### src/rtl/fpu_dp_sequencer_if.sv
// Request/result handshake bundle between a requester/consumer and fpu_dp_sequencer.
// The master side issues requests and accepts results; the slave side is the sequencer.
interface fpu_dp_sequencer_if #(
  parameter int WIDTH = 64,
  parameter int TAG_W = 4
);
  logic             in_valid;
  logic             in_ready;
  logic [WIDTH-1:0] in_a;
  logic [WIDTH-1:0] in_b;
  logic [1:0]       in_opcode;
  logic [TAG_W-1:0] in_tag;

  logic             out_valid;
  logic             out_ready;
  logic [WIDTH-1:0] out_result;
  logic [TAG_W-1:0] out_tag;
  logic             out_overflow;
  logic             out_underflow;
  logic             out_nan;

  modport master (
    output in_valid, in_a, in_b, in_opcode, in_tag, out_ready,
    input  in_ready, out_valid, out_result, out_tag, out_overflow, out_underflow, out_nan
  );

  modport slave (
    input  in_valid, in_a, in_b, in_opcode, in_tag, out_ready,
    output in_ready, out_valid, out_result, out_tag, out_overflow, out_underflow, out_nan
  );
endinterface

### src/rtl/fpu_dp_sequencer.sv
// Request FIFO plus one-op-at-a-time launcher and result collector for the
// register-output double-precision FPU core; results leave in request order.
module fpu_dp_sequencer #(
  parameter int WIDTH = 64,
  parameter int DEPTH = 4,
  parameter int TAG_W = 4
) (
  input  logic                   clk,
  input  logic                   rst_n,
  fpu_dp_sequencer_if.slave      bus,
  output logic [WIDTH-1:0]       fpu_a,
  output logic [WIDTH-1:0]       fpu_b,
  output logic [1:0]             fpu_opcode,
  input  logic [WIDTH-1:0]       fpu_result,
  input  logic                   fpu_overflow,
  input  logic                   fpu_underflow,
  output logic                   busy,
  output logic [$clog2(DEPTH):0] occupancy
);
  localparam int PTR_W   = $clog2(DEPTH);
  localparam int ENTRY_W = 2 * WIDTH + 2 + TAG_W;
  localparam int OP_LSB  = TAG_W;
  localparam int B_LSB   = TAG_W + 2;
  localparam int A_LSB   = TAG_W + 2 + WIDTH;

  typedef enum logic [1:0] {
    IDLE,
    LAUNCH,
    CAPTURE,
    OUTPUT
  } state_t;

  state_t             state;
  state_t             state_nxt;
  logic [ENTRY_W-1:0] mem [DEPTH];
  logic [ENTRY_W-1:0] head;
  logic [PTR_W-1:0]   wr_ptr;
  logic [PTR_W-1:0]   rd_ptr;
  logic [PTR_W:0]     count;
  logic               push;
  logic               pop;
  logic [TAG_W-1:0]   flight_tag;

  // in_ready looks only at the registered count, never at a same-cycle pop
  assign bus.in_ready = (count < (PTR_W + 1)'(DEPTH));
  assign push         = bus.in_valid && bus.in_ready;
  assign head         = mem[rd_ptr];
  assign occupancy    = count;
  assign busy         = (state != IDLE) || (count != '0);
  assign bus.out_nan  = (bus.out_result[62:52] == 11'h7FF) && (bus.out_result[51:0] != 52'd0);

  always_ff @(posedge clk or negedge rst_n) begin
    if (!rst_n) begin
      state <= IDLE;
    end else begin
      state <= state_nxt;
    end
  end

  always_comb begin
    state_nxt = state;
    pop       = 1'b0;
    case (state)
      IDLE: begin
        if (count != '0) begin
          pop       = 1'b1;
          state_nxt = LAUNCH;
        end
      end
      LAUNCH:  state_nxt = CAPTURE;
      CAPTURE: state_nxt = OUTPUT;
      OUTPUT: begin
        if (bus.out_ready) begin
          if (count != '0) begin
            pop       = 1'b1;
            state_nxt = LAUNCH;
          end else begin
            state_nxt = IDLE;
          end
        end
      end
      default: state_nxt = IDLE;
    endcase
  end

  always_ff @(posedge clk) begin
    if (push) begin
      mem[wr_ptr] <= {bus.in_a, bus.in_b, bus.in_opcode, bus.in_tag};
    end
  end

  // Pointers wrap naturally because DEPTH is a power of two
  always_ff @(posedge clk or negedge rst_n) begin
    if (!rst_n) begin
      wr_ptr <= '0;
      rd_ptr <= '0;
      count  <= '0;
    end else begin
      if (push) begin
        wr_ptr <= wr_ptr + 1'b1;
      end
      if (pop) begin
        rd_ptr <= rd_ptr + 1'b1;
      end
      case ({push, pop})
        2'b10:   count <= count + 1'b1;
        2'b01:   count <= count - 1'b1;
        default: count <= count;
      endcase
    end
  end

  always_ff @(posedge clk or negedge rst_n) begin
    if (!rst_n) begin
      fpu_a      <= '0;
      fpu_b      <= '0;
      fpu_opcode <= 2'b00;
      flight_tag <= '0;
    end else if (pop) begin
      fpu_a      <= head[A_LSB +: WIDTH];
      fpu_b      <= head[B_LSB +: WIDTH];
      fpu_opcode <= head[OP_LSB +: 2];
      flight_tag <= head[TAG_W-1:0];
    end
  end

  // The core output register already holds the launched op's result in CAPTURE
  always_ff @(posedge clk or negedge rst_n) begin
    if (!rst_n) begin
      bus.out_valid     <= 1'b0;
      bus.out_result    <= '0;
      bus.out_tag       <= '0;
      bus.out_overflow  <= 1'b0;
      bus.out_underflow <= 1'b0;
    end else if (state == CAPTURE) begin
      bus.out_valid     <= 1'b1;
      bus.out_result    <= fpu_result;
      bus.out_tag       <= flight_tag;
      bus.out_overflow  <= fpu_overflow;
      bus.out_underflow <= fpu_underflow;
    end else if ((state == OUTPUT) && bus.out_ready) begin
      bus.out_valid     <= 1'b0;
    end
  end
endmodule

### src/flat_wrapper.sv
// flat-port wrapper written by rule: the top's interface ports become plain ports
module fpu_dp_sequencer_flat 
#(
  parameter int WIDTH = 64,
  parameter int DEPTH = 4,
  parameter int TAG_W = 4
)
  (clk, rst_n, fpu_a, fpu_b, fpu_opcode, fpu_result, fpu_overflow, fpu_underflow, busy, occupancy, bus_in_valid, bus_in_a, bus_in_b, bus_in_opcode, bus_in_tag, bus_out_ready, bus_in_ready, bus_out_valid, bus_out_result, bus_out_tag, bus_out_overflow, bus_out_underflow, bus_out_nan);
  fpu_dp_sequencer_if #(.WIDTH(WIDTH), .TAG_W(TAG_W)) bus_i ();
  input  logic clk;
  input  logic rst_n;
  output logic [WIDTH-1:0] fpu_a;
  output logic [WIDTH-1:0] fpu_b;
  output logic [1:0] fpu_opcode;
  input  logic [WIDTH-1:0] fpu_result;
  input  logic fpu_overflow;
  input  logic fpu_underflow;
  output logic busy;
  output logic [$clog2(DEPTH):0] occupancy;
  input wire logic [$bits(bus_i.in_valid)-1:0] bus_in_valid;
  input wire logic [$bits(bus_i.in_a)-1:0] bus_in_a;
  input wire logic [$bits(bus_i.in_b)-1:0] bus_in_b;
  input wire logic [$bits(bus_i.in_opcode)-1:0] bus_in_opcode;
  input wire logic [$bits(bus_i.in_tag)-1:0] bus_in_tag;
  input wire logic [$bits(bus_i.out_ready)-1:0] bus_out_ready;
  output wire logic [$bits(bus_i.in_ready)-1:0] bus_in_ready;
  output wire logic [$bits(bus_i.out_valid)-1:0] bus_out_valid;
  output wire logic [$bits(bus_i.out_result)-1:0] bus_out_result;
  output wire logic [$bits(bus_i.out_tag)-1:0] bus_out_tag;
  output wire logic [$bits(bus_i.out_overflow)-1:0] bus_out_overflow;
  output wire logic [$bits(bus_i.out_underflow)-1:0] bus_out_underflow;
  output wire logic [$bits(bus_i.out_nan)-1:0] bus_out_nan;
  assign bus_i.in_valid = bus_in_valid;
  assign bus_i.in_a = bus_in_a;
  assign bus_i.in_b = bus_in_b;
  assign bus_i.in_opcode = bus_in_opcode;
  assign bus_i.in_tag = bus_in_tag;
  assign bus_i.out_ready = bus_out_ready;
  assign bus_in_ready = bus_i.in_ready;
  assign bus_out_valid = bus_i.out_valid;
  assign bus_out_result = bus_i.out_result;
  assign bus_out_tag = bus_i.out_tag;
  assign bus_out_overflow = bus_i.out_overflow;
  assign bus_out_underflow = bus_i.out_underflow;
  assign bus_out_nan = bus_i.out_nan;
  fpu_dp_sequencer #(.WIDTH(WIDTH), .DEPTH(DEPTH), .TAG_W(TAG_W)) u_core (.clk(clk), .rst_n(rst_n), .bus(bus_i), .fpu_a(fpu_a), .fpu_b(fpu_b), .fpu_opcode(fpu_opcode), .fpu_result(fpu_result), .fpu_overflow(fpu_overflow), .fpu_underflow(fpu_underflow), .busy(busy), .occupancy(occupancy));
endmodule
### config.mk
export PLATFORM = sky130hd
export DESIGN_NAME = fpu_dp_sequencer_flat
export DESIGN_NICKNAME = d
export VERILOG_FILES = /design/src/rtl/fpu_dp_sequencer_if.sv /design/src/rtl/fpu_dp_sequencer.sv /design/src/flat_wrapper.sv
export SDC_FILE = /design/constraint.sdc
export NUM_CORES = 1
export LEC_CHECK = 0
export CORE_ASPECT_RATIO = 1.25
export CORE_MARGIN = 2
export CORE_UTILIZATION = 50
export DETAILED_ROUTE_END_ITERATION = 6
export GPL_ROUTABILITY_DRIVEN = 1
export PLACE_DENSITY = 0.86
export SETUP_SLACK_MARGIN = 0.05
export SYNTH_ARGS = -nofsm -noshare
export SYNTH_HDL_FRONTEND = slang
export SYNTH_SLANG_ARGS = --single-unit
export TNS_END_PERCENT = 50
### constraint.sdc
create_clock -name clk -period 4.71 [get_ports clk]
set_input_delay 0.471 -clock clk [delete_from_list [all_inputs] [get_ports clk]]
set_output_delay 0.471 -clock clk [all_outputs]
set_load 0.005 [all_outputs]
==> impl_metrics.tcl, run 1 <==
set metrics [dict create \
    dp.cells 2322 \
    synth_top_area_share_pct 58.5 \
    start_kind "flop" \
    final_hold_viol_count 0 \
    crit_slowest_cell "nor4_1" \
    die_w_um 214 \
    cp_data_required_time_ns 4.24 \
    tightest_slew_ns 1.18 \
    vias 13600 \
    cts_tree "done" \
    finalCriticalPeriod_ns 3.36 \
    ys_seq_elements 750 \
    clk_pin_slew_worst_paths_ns 0.06 \
    fin_cells 2460 \
    ios 411 \
    setup_viol 0 \
    synth.avg_cell_area_um2 22.7 \
    cap_violations 0 \
    cts.path.max_buffers 3 \
    place_congestion 0.728 \
    rsz0062_at_grt "false" \
    grt_max_degree 132 \
    critPathArrivalTime_ns 2.89 \
    p_leak_nw 12.1 \
    postRouteAntennaNets 0 \
    layout_common_cells "edfxtp_1 (536), clkdlybuf4s50_1 (409), dfrtp_1 (212), mux2_2 (204), mux4_2 (134)" \
    fin_nets 1874 \
    area_growth_pct 27.4 \
    grt_overflow 0 \
    ctsResizeCount 0 \
    status "finished clean" \
    fin_worst_skew_ns 0.0145 \
    crit_chain "nor4_1 > nand2_1 > nor4_1 > nor4_1 > clkdlybuf4s50_1" \
    cts_sinks 750 \
    syn_inst 1214 \
    antenna_found_initial 13 \
    place_hpwl_mm 38.1 \
    peakVddDrop_mv 0.405 \
    power_density_nw_per_um2 651 \
    track_usage_pct 21.4 \
    end_kind "output pin" \
    cp_max_fo 3 \
    worst-path-buf-inv 1 \
    cpPeakStageDelay_ns 0.86 \
    crit_family "simple AND/OR/NAND/NOR gates" \
    synth_cell_types 26 \
    fin_tns_setup_ns 0 \
    yosysTopAreaCell "edfxtp_1" \
    root_buffer "clkbuf_16" \
    numCtsBuffers 70 \
    final_layout_size_suffix_gt1_share_pct 27.6 \
    clk_latency_ns 0.60 \
    max_freq_mhz 298 \
    routed_wl_mm 60.2 \
    final_max_slew_viol_count 0 \
    fp-row-count 96 \
    ys_warn_count 0 \
    syn_area_um2 27500 \
    numPortBuffers 410 \
    finalCritPeriodShare_pct 71.3 \
    cts_max_level 3 \
    drt-wirelength-per-cell_um 24.5 \
    timing.hold.ws_ns 0.448 \
    via_per_inst 5.52 \
    cts_setup_buffers 0 \
    hold_path_class "in -> async" \
    critical_path_class "reg -> out" \
    grt_pass1_vias 14500 \
    fillCellCount 3581 \
    drt_iter0_markers 1046 \
    die_h_um 266 \
    path_common_cell "nor4_1" \
    final_common_cell "edfxtp_1" \
    grt_pass1_wl_mm 89.2 \
    synth.net_count 1428 \
    die_area_um2 57000 \
    relSlewSlack_pct 21.5 \
    drc 0 \
    firstDrtPassIters 5 \
    ys_seq_area_share_pct 77.9 \
    core_um2 54700 \
    start_util_pct 50.4 \
    synthTopCellsByArea "edfxtp_1 (58%), dfrtp_1 (19%), mux4_2 (11%), mux2_2 (8.3%), buf_2 (0.49%)" \
]
==> power breakdown <==
group | total, mW | switching, mW | internal (mW)
clock | 5.96 | 2.36 | 3.60
sequential | 9.87 | 1.07 | 8.80
combinational | 7.00 | 2.73 | 4.27
total | 22.8 | 6.17 | 16.7
==> metal layers <==
layer  vias to the layer above  wire length (µm)  GRT usage [%]
met5                         -                77              0
met4                        12              1940           8.93
met3                       118              4890           5.37
met2                       565             30800           36.0
met1                      7072             22500           26.5
li1                       5813                 -              -
==> through the flow <==
stage / total power [mW] / utilization (%) / setup WS (ns) / cell area (µm²)
5_1_grt: 23.9 / 64.2 / 1.38 / 35100
3_3_place_gp: 16.8 / 59.6 / 1.75 / 32600
3_5_place_dp: 17.1 / 59.6 / 1.66 / 32600
4_1_cts: 23.1 / 64.2 / 1.32 / 35100
6_report: 22.8 / 64.2 / 1.35 / 35100
2_1_floorplan: 13.7 / - / 0.282 / 27500
==> flip-flops by register name (all words and copies together) (netlist names) <==
signal	count
u_core.mem	536
u_core.flight_tag	4
u_core.occupancy	3
u_core.bus.out_overflow	1
u_core.bus.out_valid	1
u_core.bus.out_tag	4
u_core.wr_ptr	2
u_core.bus.out_underflow	1
u_core.rd_ptr	2
u_core.state	2
u_core.fpu_a	64
u_core.fpu_opcode	2
u_core.fpu_b	64
u_core.bus.out_result	64
==> final timing paths <==
check,startpoint,slack [ns],cells after the start,endpoint
worst max-delay path,u_core.bus.out_result[17]$_DFFE_PN0P_,1.35,5,bus_out_nan
worst max register to register,u_core.rd_ptr[0]$_DFFE_PN0P_,2.13,3,u_core.fpu_a[54]$_DFFE_PN0P_
max in group asynchronous,rst_n,3.20,3,u_core.bus.out_result[41]$_DFFE_PN0P_
min in group clk,fpu_result[13],0.49,2,u_core.bus.out_result[13]$_DFFE_PN0P_
worst min register to register,u_core.fpu_a[2]$_DFFE_PN0P_,0.50,1,u_core.fpu_a[2]$_DFFE_PN0P_
worst min-delay path,rst_n,0.45,2,u_core.fpu_a[10]$_DFFE_PN0P_
==> synth_stat cells <==
cell / number
a32oi_1: 1
nor2_1: 2
mux4_2: 134
nor4_1: 15
inv_1: 9
ha_1: 9
buf_6: 6
dfrtp_1: 214
a21o_1: 1
xor2_1: 2
nand4_1: 4
and2_1: 4
nand3_1: 2
fa_1: 1
o21ai_0: 4
a21oi_1: 2
edfxtp_1: 536
nor3_1: 2
buf_2: 27
clkbuf_1: 20
nor2b_1: 2
buf_4: 1
nand2_1: 7
nand2b_1: 1
xnor2_1: 4
mux2_2: 204
==> logic make-up (layout without fill, tap and decap cells) <==
kind of cell	count (synthesis)	after routing	synth area share, %
buffers and inverters	63	567	1.16
multiplexers	338	338	19.3
AO/OA/AOI/OAI	8	8	0.168
flip-flops	750	750	77.9
XOR/XNOR	6	6	0.191
AND/OR/NAND/NOR	39	39	0.786
adder cells (fa/ha/maj)	10	10	0.482
other	0	7	0
==> cell type report <==
cell class	count	area, µm²	area share [%]
sequential	750	21500	61.2
multi-input combinational	401	5780	16.5
timing repair buffer	428	4380	12.5
clock buffer	98	2040	5.82
tap	735	920	2.62
clock inverter	32	440	1.26
inverter	9	33.8	0.0963
antenna	7	17.5	0.0499
==> repair_timing <==
item / 4_1_cts / 5_1_grt
hold endpoints to repair: 69 / 0
endpoints found under the setup margin: 0 / 0
hold buffers: 1 / 0
No activity file was read; power rests on OpenSTA's default activity.
==> run 2: changes to the inputs <==
==> constraint.sdc (replaced) <==
create_clock -name clk -period 3.35 [get_ports clk]
set_input_delay 0.335 -clock clk [delete_from_list [all_inputs] [get_ports clk]]
set_output_delay 0.335 -clock clk [all_outputs]
set_load 0.005 [all_outputs]
==> run 2 against run 1 <==
Clock skew up 0.015 ns. Sequential share of layout area fell by 0.22 points. Wire length up 2.9%. Global-route usage is 0.41 points higher. Utilization up 0.24 points. Register-to-register slack got worse by 1.3 ns. Critical endpoint unchanged. Largest cell class unchanged. Highest routed layer unchanged.
==> impl_metrics.tcl, run 2 (synthesis results as in run 1) <==
set metrics [dict create \
    place_congestion 0.737 \
    clk_latency_ns 0.62 \
    cpPeakStageDelay_ns 0.45 \
    max_freq_mhz 335 \
    cts_tree "done" \
    antenna_found_initial 5 \
    cap_violations 0 \
    rsz0062_at_grt "false" \
    placed_cell_area_um2 32800 \
    final_hold_viol_count 0 \
    fin_nets 1894 \
    cp_max_fo 3 \
    cts.path.max_buffers 3 \
    hold_path_class "in -> reg" \
    ios 411 \
    drt_iter0_markers 1003 \
    min_from "fpu_result[50]" \
    fin_cells 2478 \
    track_usage_pct 21.8 \
    clk_pin_slew_worst_paths_ns 0.06 \
    die_area_um2 57000 \
    cts_max_level 3 \
    cp_data_required_time_ns 3.01 \
    crit_chain "nor4_1 > nand4_1 > nor4_1 > nor4_1 > clkdlybuf4s50_1" \
    vias 13700 \
    die_h_um 266 \
    core_um2 54700 \
    fp-row-count 96 \
    grt_pass1_wl_mm 90.6 \
    start_kind "flop" \
    relSlewSlack_pct 38.8 \
    ctsResizeCount 0 \
    cts_sinks 750 \
    setup_viol 0 \
    numPortBuffers 410 \
    finalCritPeriodShare_pct 89.2 \
    crit_start "u_core.bus.out_result[0]$_DFFE_PN0P_" \
    grt_pass1_vias 14800 \
    regMostFlops "u_core.mem" \
    tightest_slew_ns 0.918 \
    place_hpwl_mm 38.8 \
    critPathArrivalTime_ns 2.65 \
    root_buffer "clkbuf_16" \
    drt-wirelength-per-cell_um 25.0 \
    firstDrtPassIters 6 \
    postRouteAntennaNets 0 \
    drc 0 \
    power_mw 32.0 \
    grt_overflow 0 \
    start_util_pct 50.4 \
    fin_worst_skew_ns 0.0295 \
    via_per_inst 5.51 \
    path_common_cell "nor4_1" \
    reg2reg_slack_ns 0.79 \
    layout_common_cells "edfxtp_1 (536), clkdlybuf4s50_1 (409), dfrtp_1 (212), mux2_2 (204), mux4_2 (134)" \
    end_kind "output pin" \
    dp.cells 2342 \
    final_common_cell "edfxtp_1" \
    critical_path_class "reg -> out" \
    largest_register_ffs 536 \
    area_growth_pct 27.9 \
    p_leak_nw 12.2 \
    timing.hold.ws_ns 0.337 \
    status "finished clean" \
    cts_setup_buffers 0 \
    final_layout_size_suffix_gt1_share_pct 27.9 \
    die_w_um 214 \
    finalCriticalPeriod_ns 2.99 \
    power_density_nw_per_um2 910 \
    numCtsBuffers 70 \
    grt_max_degree 136 \
    routed_wl_mm 62.0 \
    stdcell_area_um2 35200 \
    final_max_slew_viol_count 0 \
    r2r_start "u_core.state[0]$_DFFE_PN0P_" \
    crit_slowest_cell "clkdlybuf4s50_1" \
    peakVddDrop_mv 0.638 \
]
## run 2: cell count changes in the layout (fill, tap and decap cells not counted), moves of 3 or more
| cell | before | now |
|---|---|---|
| clkbuf_1 | 15 | 23 |
| clkbuf_16 | 75 | 72 |
| bufinv_16 | 10 | 7 |
| clkbuf_8 | 8 | 4 |
| buf_12 | 11 | 21 |
| buf_4 | 6 | 16 |
## run 2: per-stage QoR
stage | util [%] | setup TNS, ns | setup slack [ns]
floorplan | - | -268.66 | -1.00
global placement | 60.1 | 0 | 0.694
detailed placement | 60.1 | 0 | 0.600
CTS | 64.4 | 0 | 0.308
global route | 64.4 | 0 | 0.256
finish | 64.4 | 0 | 0.362
## run 2: routing by layer
metal  vias to the layer above  routed length, µm  track usage [%]  share of wire, %
met3                       110               4670             5.27               7.5
met1                      7166              22400             25.8                36
met5                         -                 13                0             0.021
met4                         2               2090             9.16               3.4
met2                       549              32800             38.1                53
li1                       5839                  -                -                 -
## run 2: worst max-delay path, delay by kind of cell (launching register included)
family | cells | cell delay (ns)
AND/OR/NAND/NOR | 4 | 1.18
flip-flops | 1 | 0.40
buffers and inverters | 1 | 0.45
## run 2: timing repair
item | CTS | global route
setup endpoints to repair | 0 | 0
hold buffers | 1 | 0
endpoints found under the hold margin | 102 | 0
## run 2: where the power goes
group / internal (mW) / leakage [nW] / total (mW) / switching, mW
registers: 12.4 / 7.39 / 13.6 / 1.28
logic: 6.15 / 3.67 / 10.4 / 4.21
clock network: 4.64 / 1.13 / 8.03 / 3.39
## run 2: final timing paths
check,endpoint,depth (start not counted)
hold / removal,u_core.bus.out_result[50]$_DFFE_PN0P_,2
min in group asynchronous,u_core.fpu_a[13]$_DFFE_PN0P_,2
setup / recovery,bus_out_nan,5
setup reg to reg,u_core.occupancy[2]$_DFFE_PN0P_,9
max in group asynchronous,u_core.bus.out_result[37]$_DFFE_PN0P_,3
hold reg to reg,u_core.bus.out_valid$_DFFE_PN0P_,1
## run 2: cell type report
cell class | instances | area, µm²
inverter | 9 | 33.8
multi-input combinational | 401 | 5780
clock buffer | 99 | 1940
antenna | 6 | 15.0
clock inverter | 30 | 397
fill | 3502 | 19400
tap | 735 | 920
sequential | 750 | 21500
timing repair buffer | 448 | 4660
==> run 3: changes to the inputs <==
--- a/config.mk
+++ b/config.mk
@@ -5,6 +5,7 @@
 export SDC_FILE = /design/constraint.sdc
 export NUM_CORES = 1
 export LEC_CHECK = 0
+export CAP_MARGIN = 40
 export CORE_ASPECT_RATIO = 1.25
 export CORE_MARGIN = 2
 export CORE_UTILIZATION = 50
==> results of run 3 <==
Same layout as run 2: the final DEF is identical, and so are final timing and power.
